==> src/rtl/img_pkg.sv <==
// Shared image-SRAM types for the RX and TX controllers.
package img_pkg;

  localparam int unsigned DATA_W  = 8;
  localparam int unsigned COORD_W = 8;

  typedef logic [DATA_W-1:0]  pixel_t;
  typedef logic [COORD_W-1:0] coord_t;

  typedef enum logic [1:0] {
    IDLE  = 2'd0,
    RECV  = 2'd1,
    FLUSH = 2'd2,
    DONE  = 2'd3
  } rx_state_e;

endpackage

==> src/rtl/img_sram_intf.sv <==
// Single-port image SRAM interface; the controller side is the master.
interface img_sram_intf
  import img_pkg::*;
(
  input logic clk
);

  coord_t row;
  coord_t col;
  pixel_t din;
  logic   write_en;
  logic   sense_en;

  modport mst (input clk, output row, col, din, write_en, sense_en);
  modport slv (input clk, row, col, din, write_en, sense_en);

endinterface

==> src/rtl/io_rx_addr_gen.sv <==
// Row-major raster counter over an nrows x ncols frame.
module io_rx_addr_gen
  import img_pkg::*;
(
  input  logic   clk,
  input  logic   rst,
  input  logic   clr,
  input  logic   inc,
  input  coord_t nrows,
  input  coord_t ncols,
  output coord_t row,
  output coord_t col,
  output logic   last_c
);

  coord_t row_q, row_d;
  coord_t col_q, col_d;
  coord_t nrows_m1;
  coord_t ncols_m1;

  assign nrows_m1 = nrows - coord_t'(1);
  assign ncols_m1 = ncols - coord_t'(1);

  always_comb begin
    row_d = row_q;
    col_d = col_q;
    if (clr) begin
      row_d = '0;
      col_d = '0;
    end else if (inc) begin
      if (col_q == ncols_m1) begin
        col_d = '0;
        row_d = row_q + coord_t'(1);
      end else begin
        col_d = col_q + coord_t'(1);
      end
    end
  end

  always_ff @(posedge clk) begin
    if (rst) begin
      row_q <= '0;
      col_q <= '0;
    end else begin
      row_q <= row_d;
      col_q <= col_d;
    end
  end

  assign row    = row_q;
  assign col    = col_q;
  assign last_c = (row_q == nrows_m1) && (col_q == ncols_m1);

endmodule

==> src/rtl/io_rx_controller.sv <==
// Streams a valid/ready pixel flow into the image SRAM in raster order.
module io_rx_controller
  import img_pkg::*;
(
  input  logic   clk,
  input  logic   rst,
  input  logic   start,
  input  coord_t nrows,
  input  coord_t ncols,
  input  pixel_t din,
  input  logic   din_valid,
  output logic   din_ready,
  output logic   busy,
  output logic   done,
  img_sram_intf.mst sram_img
);

  rx_state_e state_q, state_d;
  coord_t    nrows_q, nrows_d;
  coord_t    ncols_q, ncols_d;
  logic      wr_pend_q, wr_pend_d;
  coord_t    wr_row_q, wr_row_d;
  coord_t    wr_col_q, wr_col_d;
  pixel_t    wr_data_q, wr_data_d;
  logic      din_ready_q, din_ready_d;
  logic      busy_q, busy_d;
  logic      done_q, done_d;

  logic   cnt_clr;
  logic   cnt_inc;
  coord_t cnt_row;
  coord_t cnt_col;
  logic   cnt_last_c;

  io_rx_addr_gen u_addr_gen (
    .clk    (clk),
    .rst    (rst),
    .clr    (cnt_clr),
    .inc    (cnt_inc),
    .nrows  (nrows_q),
    .ncols  (ncols_q),
    .row    (cnt_row),
    .col    (cnt_col),
    .last_c (cnt_last_c)
  );

  // Next state, dimension latch and write-stage capture.
  always_comb begin
    state_d   = state_q;
    nrows_d   = nrows_q;
    ncols_d   = ncols_q;
    wr_pend_d = 1'b0;
    wr_row_d  = wr_row_q;
    wr_col_d  = wr_col_q;
    wr_data_d = wr_data_q;
    cnt_clr   = 1'b0;
    cnt_inc   = 1'b0;

    unique case (state_q)
      IDLE: begin
        if (start) begin
          nrows_d = nrows;
          ncols_d = ncols;
          cnt_clr = 1'b1;
          state_d = ((nrows == '0) || (ncols == '0)) ? DONE : RECV;
        end
      end
      RECV: begin
        if (din_valid) begin
          wr_pend_d = 1'b1;
          wr_row_d  = cnt_row;
          wr_col_d  = cnt_col;
          wr_data_d = din;
          cnt_inc   = 1'b1;
          if (cnt_last_c) begin
            state_d = FLUSH;
          end
        end
      end
      FLUSH:   state_d = DONE;
      DONE:    state_d = IDLE;
      default: state_d = IDLE;
    endcase

    // Status outputs are registered copies of the upcoming state.
    din_ready_d = (state_d == RECV);
    busy_d      = (state_d == RECV) || (state_d == FLUSH);
    done_d      = (state_d == DONE);
  end

  always_ff @(posedge clk) begin
    if (rst) begin
      state_q     <= IDLE;
      nrows_q     <= '0;
      ncols_q     <= '0;
      wr_pend_q   <= 1'b0;
      wr_row_q    <= '0;
      wr_col_q    <= '0;
      wr_data_q   <= '0;
      din_ready_q <= 1'b0;
      busy_q      <= 1'b0;
      done_q      <= 1'b0;
    end else begin
      state_q     <= state_d;
      nrows_q     <= nrows_d;
      ncols_q     <= ncols_d;
      wr_pend_q   <= wr_pend_d;
      wr_row_q    <= wr_row_d;
      wr_col_q    <= wr_col_d;
      wr_data_q   <= wr_data_d;
      din_ready_q <= din_ready_d;
      busy_q      <= busy_d;
      done_q      <= done_d;
    end
  end

  assign din_ready = din_ready_q;
  assign busy      = busy_q;
  assign done      = done_q;

  assign sram_img.row      = wr_row_q;
  assign sram_img.col      = wr_col_q;
  assign sram_img.din      = wr_data_q;
  assign sram_img.write_en = wr_pend_q;
  assign sram_img.sense_en = 1'b1;

endmodule

==> src/flat_wrapper.sv <==
// flat-port wrapper written by rule: the top's interface ports become plain ports
module io_rx_controller_flat import img_pkg::*;
  (clk, rst, start, nrows, ncols, din, din_valid, din_ready, busy, done, sram_img_row, sram_img_col, sram_img_din, sram_img_write_en, sram_img_sense_en);
  img_sram_intf sram_img_i (.clk(clk));
  input  logic clk;
  input  logic rst;
  input  logic start;
  input  coord_t nrows;
  input  coord_t ncols;
  input  pixel_t din;
  input  logic din_valid;
  output logic din_ready;
  output logic busy;
  output logic done;
  output wire logic [$bits(sram_img_i.row)-1:0] sram_img_row;
  output wire logic [$bits(sram_img_i.col)-1:0] sram_img_col;
  output wire logic [$bits(sram_img_i.din)-1:0] sram_img_din;
  output wire logic [$bits(sram_img_i.write_en)-1:0] sram_img_write_en;
  output wire logic [$bits(sram_img_i.sense_en)-1:0] sram_img_sense_en;
  assign sram_img_row = sram_img_i.row;
  assign sram_img_col = sram_img_i.col;
  assign sram_img_din = sram_img_i.din;
  assign sram_img_write_en = sram_img_i.write_en;
  assign sram_img_sense_en = sram_img_i.sense_en;
  io_rx_controller u_core (.clk(clk), .rst(rst), .start(start), .nrows(nrows), .ncols(ncols), .din(din), .din_valid(din_valid), .din_ready(din_ready), .busy(busy), .done(done), .sram_img(sram_img_i));
endmodule
==> config.mk <==
export PLATFORM = sky130hd
export DESIGN_NAME = io_rx_controller_flat
export DESIGN_NICKNAME = d
export VERILOG_FILES = /design/src/rtl/img_pkg.sv /design/src/rtl/img_sram_intf.sv /design/src/rtl/io_rx_addr_gen.sv /design/src/rtl/io_rx_controller.sv /design/src/flat_wrapper.sv
export SDC_FILE = /design/constraint.sdc
export NUM_CORES = 1
export LEC_CHECK = 0
export ABC_AREA = 1
export CORE_MARGIN = 4
export CORE_UTILIZATION = 40
export CTS_CLUSTER_SIZE = 30
export DETAILED_ROUTE_END_ITERATION = 8
export SYNTH_ARGS = -nofsm -noshare
export SYNTH_HDL_FRONTEND = slang
export SYNTH_SLANG_ARGS = --single-unit
==> constraint.sdc <==
create_clock -name clk -period 2.2 [get_ports clk]
set_input_delay 0.44 -clock clk [delete_from_list [all_inputs] [get_ports clk]]
set_output_delay 0.44 -clock clk [all_outputs]
set_load 0.01 [all_outputs]
# Word-level counts from Yosys, hierarchy flattened
# Index checks and enable logic that the tools add are counted.
[word_totals]
rom_bits = 0
latchBits = 0
output_inout_bits = 29
ram_bits = 0
in_bits = 28
mem_count = 0
register_bits = 62
[op_classes]
shifts = 0
multipliers = 0
bitwise_logic = 0
n_lt_le_gt_ge = 0
muxes = 10
div_mod_pow = 0
n_reduce_logical = 10
eq_ne = 8
add_sub_neg = 4
[op_table]
columns = ["op", "count"]
rows = [
  ["adder 8 x 1 -> 8 bit (second input constant)", 2],
  ["== test 8 bit", 2],
  ["logical NOT 8 bit", 2],
  ["subtractor 8 x 1 -> 8 bit (second input constant)", 2],
  ["== test 2 bit (second input constant)", 4],
  ["2-to-1 mux 2 bit", 4],
  ["2-to-1 mux 8 bit", 1],
  ["case mux 2 bit (4 select lines)", 1],
  ["AND reduction 2 bit", 3],
  ["== test 2 x 1 -> 1 bit (second input constant)", 2],
  ["2-to-1 mux 1 bit", 4],
  ["logical NOT 2 bit", 1],
  ["logical OR 1 bit", 2],
  ["OR reduction 2 bit", 1],
  ["logical AND 1 bit", 1],
]

# Logic depth before layout (Yosys ltp)
[depth]
word_depth = 8
depth_mapped = 18

# Cells and area by module
# Synthesis repeated with hierarchy kept, for this count alone.
[hier_totals]
cells_unflattened = 445
area_unflattened_um2 = 3281.9
[by_module_without_submodules]
columns = ["mod", "seq_area_each_um2", "area_per_inst_um2", "n_inst", "cells_per_inst"]
rows = [
  ["io_rx_controller", 920.9, 1893.1, 1, 221],
  ["io_rx_addr_gen", 320.3, 1388.8, 1, 224],
]

# Worst setup path before layout
# OpenSTA, ideal clock, no wires.
[synth_path]
path_type = "register -> register"
start = "register u_core.ncols_q[0]"
end = "register u_core.busy_q (netlist: u_core.busy)"
arrival_time_ns = 1.796
setup_slack_ns = 0.278
stages_incl_launch_ff = 16
required_ns = 2.074
setup_time_ns = 0.126
path_cell_list = "dfxtp_1 inv_2 ha_1 xnor2_1 nor2_1 nand2_1 nor2_2 nand2_2 nor2_4 nand2_4 inv_1 nand3_1 nand2_1 inv_1 ha_1 nor2_1"
[synth_between]
elab_chain_len = 8
[synth_lines]
columns = ["element", "line_no", "rtl"]
rows = [
  ["from (decl)", "io_rx_controller.sv:20", "coord_t ncols_q, ncols_d;"],
  ["from (signal assigned)", "io_rx_controller.sv:106", "ncols_q <= ncols_d;"],
  ["subtractor 8 x 1 -> 8 bit *", "io_rx_addr_gen.sv:22", "assign ncols_m1 = ncols - coord_t'(1);"],
  ["== test 8 bit *", "io_rx_addr_gen.sv:52", "assign last_c = (row_q == nrows_m1) && (col_q == ncols_m1);"],
  ["logical AND 1 bit *", "io_rx_addr_gen.sv:52", ""],
  ["2-to-1 mux 2 bit *", "io_rx_controller.sv:75", "if (cnt_last_c) begin"],
  ["2-to-1 mux 2 bit *", "io_rx_controller.sv:69", "if (din_valid) begin"],
  ["case mux 2 bit (4 select lines) *", "io_rx_controller.sv:59", "unique case (state_q)"],
  ["named net u_core.state_d[1]", "io_rx_controller.sv:18", "rx_state_e state_q, state_d;"],
  ["== test 2 x 1 -> 1 bit or == test 2 bit (tied branches)", "io_rx_controller.sv:87", "busy_d = (state_d == RECV) || (state_d == FLUSH);"],
  ["logical OR 1 bit *", "io_rx_controller.sv:87", ""],
  ["to (signal assigned)", "io_rx_controller.sv:112", "busy_q <= busy_d;"],
  ["to (decl)", "io_rx_controller.sv:26", "logic busy_q, busy_d;"],
]
# Mark *: on every way through the listed nets, which the timed path passes. The rest lies on a longest branch.
# A chain may end at the register's enable or synchronous reset.

# Worst setup path in the final report
[layout_path]
start = "register u_core.ncols_q[0]"
end = "register u_core.u_addr_gen.col_q[2] (netlist: u_core.u_addr_gen.col[2])"
[layout_between]
elab_chain_len = 3
[layout_lines]
columns = ["element", "line_no", "rtl"]
rows = [
  ["subtractor 8 x 1 -> 8 bit", "io_rx_addr_gen.sv:22", ""],
  ["== test 8 bit", "io_rx_addr_gen.sv:31", "if (col_q == ncols_m1) begin"],
  ["2-to-1 mux 8 bit", "io_rx_addr_gen.sv:31", ""],
  ["to (signal assigned)", "io_rx_addr_gen.sv:46", "col_q <= col_d;"],
  ["to (decl)", "io_rx_addr_gen.sv:17", "coord_t col_q, col_d;"],
]
# No other way between the ends.

==> impl_results.md <==
- Layout cells sized above 1: 0.1339
- Max cap viols: 0
- Row count: 31
- Total chip power: 2.704 mW
- Hold Startpoint: u_core.sram_img.row[3]
- CP Class: reg2reg
- Drt first pass iters: 4
- Mapped Cells: 426
- Critical Path Start: u_core.ncols_q[0]
- Initial antenna violation count: 0
- Count of cell types in the netlist: 32
- Pleak: 1.683 nW
- RSZ-0062 raised after global routing: no
- Setup violators final: 0
- Pins Over Slew Limit: 0
- Antenna Nets Post-Route: 0
- Fin util: 0.5443
- Most used flip-flop cell after synthesis: dfxtp_1
- Die Area: 9104 um^2
- Worst hold-check path type: reg2reg
- Min Tclk post-route: 2.022 ns
- R2r startpoint: u_core.ncols_q[0]
- Buffers on Ports: 55
- Critical Path Source Type: register
- Sequential area share after synthesis: 0.4061
- Required time of the critical path: 2.42 ns
- HPWL Detailed: 5.671 mm
- Hold Vio Cnt, Final: 0
- Area of the multi-input gates: 1578 um^2
- RD Place Congestion: 0.8952
- Avg Inst Size Synth: 7.175 um^2
- Fillers: 713
- Initial core utilization: 0.4170
- Outcome: completed
- Number of flops mapped to enable cells by yosys: 0
- Storage cell area: 1242 um^2
- Worst skew pair latency: 0.34 ns
- Crit share post-route: 0.9189
- Crit-path max FO: 11
- I/O pin count: 57
- Total CTS buffers: 9
- Synth warn: 0
- DR vias: 2780
- TritonCTS clock tree: yes
- Total Routing Usage GR: 0.1842
- Number of global-route vias before repair: 2739
- Largest net degree at the start of global routing: 30
- Dominant cell type by area after synthesis: dfxtp_1
- Clock-pin transition on the worst setup and hold timing paths: 0.07 ns
- # diodes: 0
- FF+latch count, synth: 62
- Max Root-Sink Buffers: 2
- Post-Synthesis Net Count: 460
- Die width: 95.42 um
- DR iter-0 viols: 106
- Nets: 522
- Synth Cell Area: 3057 um^2
- Max Freq: 0.4947 GHz
- Clk sinks: 62
- GR Overflow Total: 0
- Hold buffer count at CTS: 0
- Cell Pwr Density: 677.6 nW/um^2
- Dominant cells by area after synthesis: dfxtp_1, nand2_1, nor2_1
- WP data arrival: 2.25 ns
- Core Area: 7331 um^2
- Crit. End Element: register
- DR DRC count: 0
- Total negative slack: 0 ns
- P&R area growth vs syn: 30.54%
- Via-to-Cell Ratio: 4.696
- Die height: 95.42 um
- Routed len/inst: 13.17 um
- Final WL: 7.796 mm
- Post-synth top area share: 0.4061
- Clk root buf: clkbuf_8
- H-tree Lvls: 3
- Worst IR Drop VDD: 0.0004825 V
- Final Skew: 0.006648 ns
- Async SR Flop Fraction: 0
- Global-route wire length before repair: 12.79 mm
-- repair_timing --
item / CTS / global route
setup buffers: 0 / 2
setup endpoints to repair: 0 / 3
gates resized for setup: 0 / 5
-- worst paths after layout --
path / endpoint / slack, ns / cells past startpoint
setup / recovery: u_core.u_addr_gen.col[2] / 0.18 / 16
hold reg to reg: u_core.sram_img.row[3] / 0.47 / 2
hold / removal: u_core.sram_img.row[3] / 0.47 / 2
setup reg to reg: u_core.u_addr_gen.col[2] / 0.18 / 16
-- final cells by class --
type / count / share of cell area
Clock inverter: 3 / 0.01066
Multi-Input combinational cell: 299 / 0.3954
Timing Repair Buffer: 69 / 0.1675
Inverter: 47 / 0.04421
Clock buffer: 13 / 0.03982
Tap cell: 99 / 0.03104
Sequential cell: 62 / 0.3114
-- critical path, stage by stage, from the launching register on --
cell and delay [ns]:
dfxtp_2 0.33, inv_2 0.12, ha_4 0.16, inv_1 0.04, nand2_1 0.07, nand2_1 0.06, nand2_1 0.07, nand3_1 0.09
nor2_2 0.13, nand2_2 0.07, nor2_4 0.13, nand2_4 0.07, buf_12 0.13, nor2_8 0.08, inv_2 0.14, nand2_1 0.17
a21oi_1 0.06
-- power by group --
group,leakage (nW),internal [mW],switching [mW],total [mW]
sequential,0.507,1.18,0.0387,1.22
combinational,1.08,0.207,0.254,0.461
clock,0.0996,0.584,0.442,1.03
-- stage by stage --
stage / area (um^2) / hold WS (ns) / std cells / worst slack (ns)
final: 3990 / 0.4659 / 592 / 0.1784
after global routing: 3990 / 0.4965 / 592 / 0.004562
after CTS: 3941 / 0.4693 / 590 / 0.1106
after detailed placement: 3740 / 0.4559 / 574 / 0.1306
after global placement: 3740 / 0.4501 / 574 / 0.1510
after floorplan: 3057 / 0.4476 / 426 / 0.2779
-- placed cells by master (no fill, tap or decap), types with 2 or more instances in the layout --
cell / synthesis / final
a21oi_1: 28 / 28
clkbuf_8: 0 / 11
xor2_1: 13 / 13
o21ai_0: 40 / 40
dfxtp_1: 62 / 61
nor3_1: 3 / 3
nor2_1: 66 / 64
nand3_1: 24 / 24
clkdlybuf4s50_1: 0 / 55
nand2_2: 11 / 12
nor4_1: 4 / 4
nand2_1: 71 / 70
inv_1: 42 / 42
inv_2: 4 / 4
a21oi_2: 7 / 7
ha_1: 6 / 5
nor2_4: 3 / 3
clkbuf_1: 14 / 2
xnor2_1: 9 / 9
nor2_2: 4 / 6
nand4_1: 2 / 2
buf_4: 1 / 13
-- sequential cells by signal, indices dropped and copies added (netlist names) --
signal / flops
u_core.state_q: 2
u_core.sram_img.write_en: 1
u_core.sram_img.col: 8
u_core.din_ready: 1
u_core.u_addr_gen.row: 8
u_core.sram_img.din: 8
u_core.u_addr_gen.col: 8
u_core.busy: 1
u_core.sram_img.row: 8
u_core.done: 1
u_core.ncols_q: 8
u_core.nrows_q: 8
-- cell usage after synthesis (3+ instances only) --
master    number
a21oi_1       28
a21oi_2        7
nor3_1         3
inv_1         42
nor2_4         3
nand2_1       71
o21ai_0       40
nand2_2       11
xnor2_1        9
xor2_1        13
dfxtp_1       62
nor2_2         4
nor2_1        66
nor4_1         4
clkbuf_1      14
nand3_1       24
inv_2          4
ha_1           6
-- routing by layer --
layer / vias to the layer above / track usage / share of wire
li1: 1468 / - / -
met1: 1226 / 0.2361 / 0.48
met2: 71 / 0.2799 / 0.42
met3: 15 / 0.07024 / 0.073
met4: 0 / 0.07109 / 0.022
met5: - / 0 / 0
-- cell families (layout without fill, tap and decap cells) --
| group | count (synthesis) | in the layout | share of synthesized area |
|---|---|---|---|
| xor+xnor | 22 | 22 | 0.06304 |
| other cells | 1 | 1 | 0.001227 |
| buf+inv | 65 | 132 | 0.08432 |
| fa+ha+maj | 6 | 6 | 0.02456 |
| simple gates | 194 | 194 | 0.2878 |
| compound gates | 76 | 76 | 0.1330 |
| flops | 62 | 62 | 0.4061 |
Note: power is estimated with default switching activity, not from simulation.
